==> src/rtl/mac_dot_pipe.sv <==
// mac_dot_pipe: three-stage pipelined LANES-wide dot-product MAC with valid/ready handshakes.
// Optional build macro MAC_DOT_SATURATE_EN clamps the accumulator on overflow instead of wrapping.
module mac_dot_pipe #(
    parameter int LANES  = 4,
    parameter int DW     = 8,
    parameter int ACC_W  = 32,
    parameter int CNT_W  = 16,
    parameter int SIGNED = 0
) (
    input  logic                  clk,
    input  logic                  rst,
    input  logic                  in_valid,
    output logic                  in_ready,
    input  logic                  in_last,
    input  logic [ACC_W-1:0]      sum_in,
    input  logic [LANES*DW-1:0]   a,
    input  logic [LANES*DW-1:0]   b,
    output logic                  out_valid,
    input  logic                  out_ready,
    output logic [ACC_W-1:0]      out_sum,
    output logic                  out_ovf,
    output logic [CNT_W-1:0]      out_count
);

    localparam int PW = 2 * DW;
    localparam int LW = $clog2(LANES);
    localparam int TW = PW + LW;
    localparam logic [CNT_W-1:0] CNT_MAX = '1;

    function automatic logic [PW-1:0] lane_mul(input logic [DW-1:0] x, input logic [DW-1:0] y);
        logic signed [PW-1:0] sx;
        logic signed [PW-1:0] sy;
        logic [PW-1:0]        ux;
        logic [PW-1:0]        uy;
        sx = PW'(signed'(x));
        sy = PW'(signed'(y));
        ux = PW'(x);
        uy = PW'(y);
        if (SIGNED != 0) return PW'(sx * sy);
        else             return PW'(ux * uy);
    endfunction

    function automatic logic [TW-1:0] ext_prod(input logic [PW-1:0] p);
        if (SIGNED != 0) return TW'(signed'(p));
        else             return TW'(p);
    endfunction

    function automatic logic [ACC_W-1:0] ext_tree(input logic [TW-1:0] t);
        if (SIGNED != 0) return ACC_W'(signed'(t));
        else             return ACC_W'(t);
    endfunction

    logic stall;
    logic accept;

    logic             first_q,    first_d;
    logic             s1_valid_q, s1_valid_d;
    logic             s1_last_q,  s1_last_d;
    logic             s1_first_q, s1_first_d;
    logic [ACC_W-1:0] s1_sum_q,   s1_sum_d;
    logic [PW-1:0]    s1_prod_q [LANES];
    logic [PW-1:0]    s1_prod_d [LANES];

    logic             s2_valid_q, s2_valid_d;
    logic             s2_last_q,  s2_last_d;
    logic             s2_first_q, s2_first_d;
    logic [ACC_W-1:0] s2_sum_q,   s2_sum_d;
    logic [ACC_W-1:0] s2_tree_q,  s2_tree_d;

    logic [ACC_W-1:0] acc_q,       acc_d;
    logic [CNT_W-1:0] cnt_q,       cnt_d;
    logic             ovf_q,       ovf_d;
    logic             out_valid_q, out_valid_d;
    logic [ACC_W-1:0] out_sum_q,   out_sum_d;
    logic [CNT_W-1:0] out_count_q, out_count_d;
    logic             out_ovf_q,   out_ovf_d;

    logic [TW-1:0]    tree_sum;
    logic [ACC_W-1:0] base;
    logic [ACC_W:0]   raw_sum;
    logic             add_ovf;
    logic             sticky_prev;
    logic [ACC_W-1:0] result;
    logic [CNT_W-1:0] cnt_next;

    assign stall    = out_valid_q & ~out_ready;
    assign in_ready = ~stall;
    assign accept   = in_valid & ~stall;

    // S1: lane products plus the per-beat control that travels alongside them.
    always_comb begin
        first_d    = first_q;
        s1_valid_d = s1_valid_q;
        s1_last_d  = s1_last_q;
        s1_first_d = s1_first_q;
        s1_sum_d   = s1_sum_q;
        for (int i = 0; i < LANES; i++) s1_prod_d[i] = s1_prod_q[i];
        if (!stall) begin
            s1_valid_d = accept;
            if (accept) begin
                first_d    = in_last;
                s1_last_d  = in_last;
                s1_first_d = first_q;
                s1_sum_d   = sum_in;
                for (int i = 0; i < LANES; i++)
                    s1_prod_d[i] = lane_mul(a[i*DW +: DW], b[i*DW +: DW]);
            end
        end
    end

    always_comb begin
        tree_sum = '0;
        for (int i = 0; i < LANES; i++) tree_sum = tree_sum + ext_prod(s1_prod_q[i]);
    end

    always_comb begin
        s2_valid_d = s2_valid_q;
        s2_last_d  = s2_last_q;
        s2_first_d = s2_first_q;
        s2_sum_d   = s2_sum_q;
        s2_tree_d  = s2_tree_q;
        if (!stall) begin
            s2_valid_d = s1_valid_q;
            s2_last_d  = s1_last_q;
            s2_first_d = s1_first_q;
            s2_sum_d   = s1_sum_q;
            s2_tree_d  = ext_tree(tree_sum);
        end
    end

    // S3 adder: the first beat of a vector replaces the running sum with the seed.
    always_comb begin
        base        = s2_first_q ? s2_sum_q : acc_q;
        raw_sum     = {1'b0, base} + {1'b0, s2_tree_q};
        sticky_prev = s2_first_q ? 1'b0 : ovf_q;
        if (SIGNED != 0)
            add_ovf = (base[ACC_W-1] == s2_tree_q[ACC_W-1]) &&
                      (raw_sum[ACC_W-1] != base[ACC_W-1]);
        else
            add_ovf = raw_sum[ACC_W];
`ifdef MAC_DOT_SATURATE_EN
        // Once clamped, the accumulator already holds the clamp value; keep it.
        if (sticky_prev)
            result = acc_q;
        else if (add_ovf) begin
            if (SIGNED == 0)
                result = '1;
            else if (base[ACC_W-1])
                result = {1'b1, {(ACC_W-1){1'b0}}};
            else
                result = {1'b0, {(ACC_W-1){1'b1}}};
        end else
            result = raw_sum[ACC_W-1:0];
`else
        result = raw_sum[ACC_W-1:0];
`endif
        if (s2_first_q)
            cnt_next = CNT_W'(1);
        else if (cnt_q == CNT_MAX)
            cnt_next = cnt_q;
        else
            cnt_next = cnt_q + CNT_W'(1);
    end

    always_comb begin
        acc_d       = acc_q;
        cnt_d       = cnt_q;
        ovf_d       = ovf_q;
        out_valid_d = out_valid_q;
        out_sum_d   = out_sum_q;
        out_count_d = out_count_q;
        out_ovf_d   = out_ovf_q;
        if (out_valid_q && out_ready) out_valid_d = 1'b0;
        if (!stall && s2_valid_q) begin
            if (s2_last_q) begin
                out_sum_d   = result;
                out_count_d = cnt_next;
                out_ovf_d   = sticky_prev | add_ovf;
                out_valid_d = 1'b1;
                acc_d       = '0;
                cnt_d       = '0;
                ovf_d       = 1'b0;
            end else begin
                acc_d = result;
                cnt_d = cnt_next;
                ovf_d = sticky_prev | add_ovf;
            end
        end
    end

    always_ff @(posedge clk or posedge rst) begin
        if (rst) begin
            first_q     <= 1'b1;
            s1_valid_q  <= 1'b0;
            s1_last_q   <= 1'b0;
            s1_first_q  <= 1'b0;
            s1_sum_q    <= '0;
            for (int i = 0; i < LANES; i++) s1_prod_q[i] <= '0;
            s2_valid_q  <= 1'b0;
            s2_last_q   <= 1'b0;
            s2_first_q  <= 1'b0;
            s2_sum_q    <= '0;
            s2_tree_q   <= '0;
            acc_q       <= '0;
            cnt_q       <= '0;
            ovf_q       <= 1'b0;
            out_valid_q <= 1'b0;
            out_sum_q   <= '0;
            out_count_q <= '0;
            out_ovf_q   <= 1'b0;
        end else begin
            first_q     <= first_d;
            s1_valid_q  <= s1_valid_d;
            s1_last_q   <= s1_last_d;
            s1_first_q  <= s1_first_d;
            s1_sum_q    <= s1_sum_d;
            for (int i = 0; i < LANES; i++) s1_prod_q[i] <= s1_prod_d[i];
            s2_valid_q  <= s2_valid_d;
            s2_last_q   <= s2_last_d;
            s2_first_q  <= s2_first_d;
            s2_sum_q    <= s2_sum_d;
            s2_tree_q   <= s2_tree_d;
            acc_q       <= acc_d;
            cnt_q       <= cnt_d;
            ovf_q       <= ovf_d;
            out_valid_q <= out_valid_d;
            out_sum_q   <= out_sum_d;
            out_count_q <= out_count_d;
            out_ovf_q   <= out_ovf_d;
        end
    end

    assign out_valid = out_valid_q;
    assign out_sum   = out_sum_q;
    assign out_count = out_count_q;
    assign out_ovf   = out_ovf_q;

endmodule

==> config.mk <==
export PLATFORM = sky130hd
export DESIGN_NAME = mac_dot_pipe
export DESIGN_NICKNAME = d
export VERILOG_FILES = /design/src/rtl/mac_dot_pipe.sv
export SDC_FILE = /design/constraint.sdc
export NUM_CORES = 1
export LEC_CHECK = 0
export BUFFER_PORTS_ARGS = -buffer_cell sky130_fd_sc_hd__buf_2
export CAP_MARGIN = 20
export CORE_UTILIZATION = 39
export CTS_CLUSTER_SIZE = 12
export DETAILED_ROUTE_END_ITERATION = 7
export PLACE_DENSITY = 0.66
export SYNTH_ARGS = -nofsm -noshare
export SYNTH_HDL_FRONTEND = slang
export SYNTH_SLANG_ARGS = --single-unit
==> constraint.sdc <==
create_clock -name clk -period 10.8 [get_ports clk]
set_input_delay 2.7 -clock clk [delete_from_list [all_inputs] [get_ports clk]]
set_output_delay 2.7 -clock clk [all_outputs]
set_load 0.01 [all_outputs]
**Word-level counts from Yosys, hierarchy flattened**

Index checks and enable logic that the tools add are counted.

- Bits of input ports: 101
- Register bits after elaboration: 252
- Output and inout bits: 51
- Logic and storage cells: 51

- Add/sub/neg operators: 5
- $mul: 4
- Equal/unequal tests: 1
- Bitwise operators: 5
- Multiplexer cells: 10
- Reductions and logical operators: 5

Operator list:

| kind | count |
|---|---|
| 8-bit by 8-bit multiplier with 16-bit output | 4 |
| 32-bit two-way mux | 2 |
| 16-bit two-way mux | 3 |
| 32-bit by 18-bit adder with 33-bit output | 1 |
| 17-bit by 16-bit adder with 18-bit output | 1 |
| 18-bit by 16-bit adder with 18-bit output | 1 |
| 16-bit by 16-bit adder with 17-bit output | 1 |
| 16-bit by 1-bit adder with 16-bit output, second input constant | 1 |
| 16-bit == test, second input constant | 1 |
| 1-bit two-way mux | 5 |
| 2-bit AND reduction | 2 |
| 1-bit bitwise AND | 2 |
| 1-bit logical AND | 2 |
| 1-bit inverter | 2 |
| 1-bit logical NOT | 1 |
| 1-bit bitwise OR | 1 |

**Longest topological paths before layout**

- Word-level depth: 5
- Depth in mapped cells: 19

**Worst setup path before layout**

OpenSTA, ideal clock, no wires.

- Kind: input -> register
- From: in a[6]
- To: reg s1_prod_q[62] in the netlist's numbering
- Stages on the path: 15
- Path slack: 4008 ps
- Arrival time: 6656 ps
- Buffers on the path: 0
- Data required time: 10664 ps
- Cells stage by stage: and2_1 > fa_1 > inv_1 > fa_1 > fa_1 > fa_1 > inv_1 > ha_1 > a21o_1 > a31o_2 > a2111oi_0 > o21bai_1 > a21oi_1 > xor2_1 > o21ai_0

- Cells in the longest elaborated chain, start to end: 1

Ends and longest elaborated chain:

| what | line | source |
|---|---|---|
| start: declaration | 16 | `input logic [LANES*DW-1:0] a,` |
| 8-bit by 8-bit multiplier with 16-bit output | 40 | `else return PW'(ux * uy);` |
| end: declaration | 61 | `logic [PW-1:0] s1_prod_q [LANES];` |

No other way between the ends.
A chain may end at the register's enable or synchronous reset.

**Worst setup path in the final report**

- From: in out_ready
- To: out in_ready

- Cells in the longest elaborated chain, start to end: 3

Ends and longest elaborated chain:

| what | line | source |
|---|---|---|
| start: declaration | 19 | `input logic out_ready,` |
| 1-bit inverter | 86 | `assign stall = out_valid_q & ~out_ready;` |
| 1-bit bitwise AND | 86 |  |
| 1-bit inverter (no source line) | -- |  |
| end: declaration | 13 | `output logic in_ready,` |

No other way between the ends.

==> results.ini <==
[status]
status = complete, no violations

[layout]
drive_gt1_share_pct = 13.2
antenna_cells = 0
final_nets = 2788
syn_to_final_growth_pct = 11.5

[cts]
cts-buffers-inserted = 28
clock_latency_ps = 560
cts_tree = built
clockRootBuffer = clkbuf_16
cts_setup_buffers = 0
cts.path.max_buffers = 3
cts.sinks = 252
hold_buffers = 0
clkSlewWorstSetupHoldPaths_ps = 60
h-tree-depth = 1
ctsResizeCount = 0

[logic_synthesis]
yosys.area.top_type = dfrtp_1
synth_top_cell_area_share_pct = 29.9
synth.avg_cell_area_um2 = 9.53
async_flop_share_pct = 100
synthDistinctLibCells = 70
syn-num-nets = 2665
synthCells = 2207
synth_warnings = 0
seq_area_frac_synth_pct = 30.0
yosys-top-cells-count = 371 x nand2_1, 251 x dfrtp_1, 218 x inv_1
synth_area_um2 = 21000
yosysMostFrequentCell = nand2_1
synth-edff-count = 0
ys.flop_type = dfrtp_1
synth_area_leaders = dfrtp_1 30%, fa_1 17%, ha_1 11%
synth_seq_cells = 252

[critical_path]
cpMaxStageDelayCell = buf_4
path_cells = buf_2 -> nor2b_4 -> buf_4 -> inv_2 -> buf_2
path_class = in -> out
critPathMaxStageDelay_ps = 450
cp_data_arrival_time_ps = 3970
r2r_cells = 12
cp_data_required_time_ps = 8100
cp-end-kind = output pin
crit_path_frequent_cell = buf_2
timing.rr.end = acc_q[31]
critical-path-top-delay-family = buffers and inverters
crit_path_start_kind = input port
worstPathMaxFanout = 48
ff2ff_setup_slack_ps = 6290
r2r_start = s2_first_q
critPathBufInv = 4

[drt]
dr.pass1.iters = 5
antenna_left = 0
drcViolationCount = 0
viasPerCell = 5.09
drt_wl_total_mm = 47.0
vias = 15463
dr.first_iter.drc_count = 845
wl_per_cell_um = 15.5

[die]
core.rowCount = 84
coreArea_um2 = 53000
ios = 152
start_util_pct = 39.7
fp.dieW_um = 234
fp.dieH_um = 234
fp.dieArea_um2 = 54900

[timing]
rsz0062_at_grt = false
hold_viol = 0
fmax_ghz = 0.150
fin_ws_ps = 4130
setup_tns_ps = 0
period_needed_ps = 6670
slew_viol_final = 0
worstMarginPinSlew_ps = 986
relSlewSlack_pct = 34.2
setup_viol = 0
fin_worst_skew_ps = 20.4
finalCritPeriodShare_pct = 61.8
whs_ps = 464

[power_and_ir_drop]
power_density_nw_per_um2 = 297
switchingPower_mw = 3.12
peakVddDrop_mv = 0.223
power.internal_mw = 3.85
power_mw = 6.97
p_sw_share_pct = 44.7
combPwrFrac_pct = 61.9
p_leak_nw = 11.6
clockPowerShare_pct = 14.1
p_seq_share_pct = 24.0

[grt]
antenna_found_initial = 0
grt_overflow = 0
grt_usage_pct = 17.6
grt_max_degree = 133
grt_pass1_wl_mm = 78.7
grt_pass1_vias = 15898

[hold_path]
hp-start = s2_sum_q[3]
holdPathEnd = s2_sum_q[3]
hold_depth = 2
worstHoldPathType = reg -> reg

[placed_design]
dp_slack_ps = 3600
io_buffers = 151
hpwl_mm = 36.7
place_congestion = 0.868

[flow_run]
drv_cap = 0

worst register-to-register path, cell delays in order, from the launching register on:
cell and delay (ps):
dfrtp_4 820, buf_4 620, mux2_2 430, ha_1 390, and3_1 210, and2_1 120
a21boi_0 160, o21a_1 290, o21ai_2 430, nor4b_4 460, mux2i_1 130, a22oi_1 210
o22ai_1 100
per-stage QoR:
stage          util, %  cells  area (um^2)
3_5_place_dp      42.5   2988        22500
5_1_grt           44.3   3036        23500
2_1_floorplan        -   2207        21000
6_report          44.3   3036        23500
3_3_place_gp      42.5   2988        22500
4_1_cts           44.3   3036        23500
kinds of logic after synthesis:
group / after synthesis / share of synthesized area, %
simple gates: 748 / 17.1
fa+ha+maj: 357 / 27.5
compound gates: 355 / 10.4
buf+inv: 287 / 5.14
flops: 252 / 30.0
mux: 108 / 5.59
xor+xnor: 100 / 4.16
flip-flops by register name, summed over array words and instances, names as in the netlist, 16 cells and up:
name,flops
s1_sum_q,32
acc_q,32
out_count,16
cnt_q,16
s2_tree_q,18
s1_prod_q,64
out_sum,32
s2_sum_q,32
how the worst max path moves through the flow:
stage	from	endpoint	cells past startpoint	slack, ps
after floorplan	rst	acc_q[0]	1	1170
after detailed placement	a[6]	s1_prod_q[62]	16	3600
final	out_ready	in_ready	5	4130
after global placement	a[6]	s1_prod_q[62]	16	3640
after global routing	b[2]	s1_prod_q[62]	16	3810
after CTS	out_ready	in_ready	5	4080
power by group through the flow:
| stage | sequential [mW] | combinational [mW] | clock (mW) |
|---|---|---|---|
| after global placement | 1.68 | 4.21 | 0 |
| after floorplan | 1.57 | 3.40 | 0 |
| after global routing | 1.72 | 4.91 | 1.05 |
| after CTS | 1.68 | 4.35 | 1.01 |
| final | 1.67 | 4.31 | 0.982 |
| after detailed placement | 1.69 | 4.32 | 0 |
area by class of cell:
cell class                 instances  area, um^2
sequential                       252        6310
fill                            5164       29500
multi-input combinational       1668       13700
timing repair buffer             162         838
clock inverter                     9         123
clock buffer                      39         823
tap                              688         861
inverter                         218         826
cells in the final DEF, fill, tap and decap left out, drive strengths merged, types with 17 or more instances in the layout:
cell    instances
fa            177
inv           218
xor2           48
dfrtp         251
ha            180
o31ai          19
a21o           23
a21oi          73
nand3          30
mux2i          32
xnor2          52
and2          204
nand2         371
buf           162
clkbuf         39
mux2           76
nor2           53
o21bai         17
nand2b         25
o21ai         146
layer usage:
| layer | share of wire [%] | GRT usage [%] | vias to the layer above |
|---|---|---|---|
| li1 | - | - | 7531 |
| met1 | 46 | 24.0 | 7591 |
| met2 | 49 | 30.5 | 300 |
| met3 | 3.6 | 1.36 | 41 |
| met4 | 1.3 | 3.49 | 0 |
| met5 | 0 | 0 | - |
(Power assumes the default switching activity.)
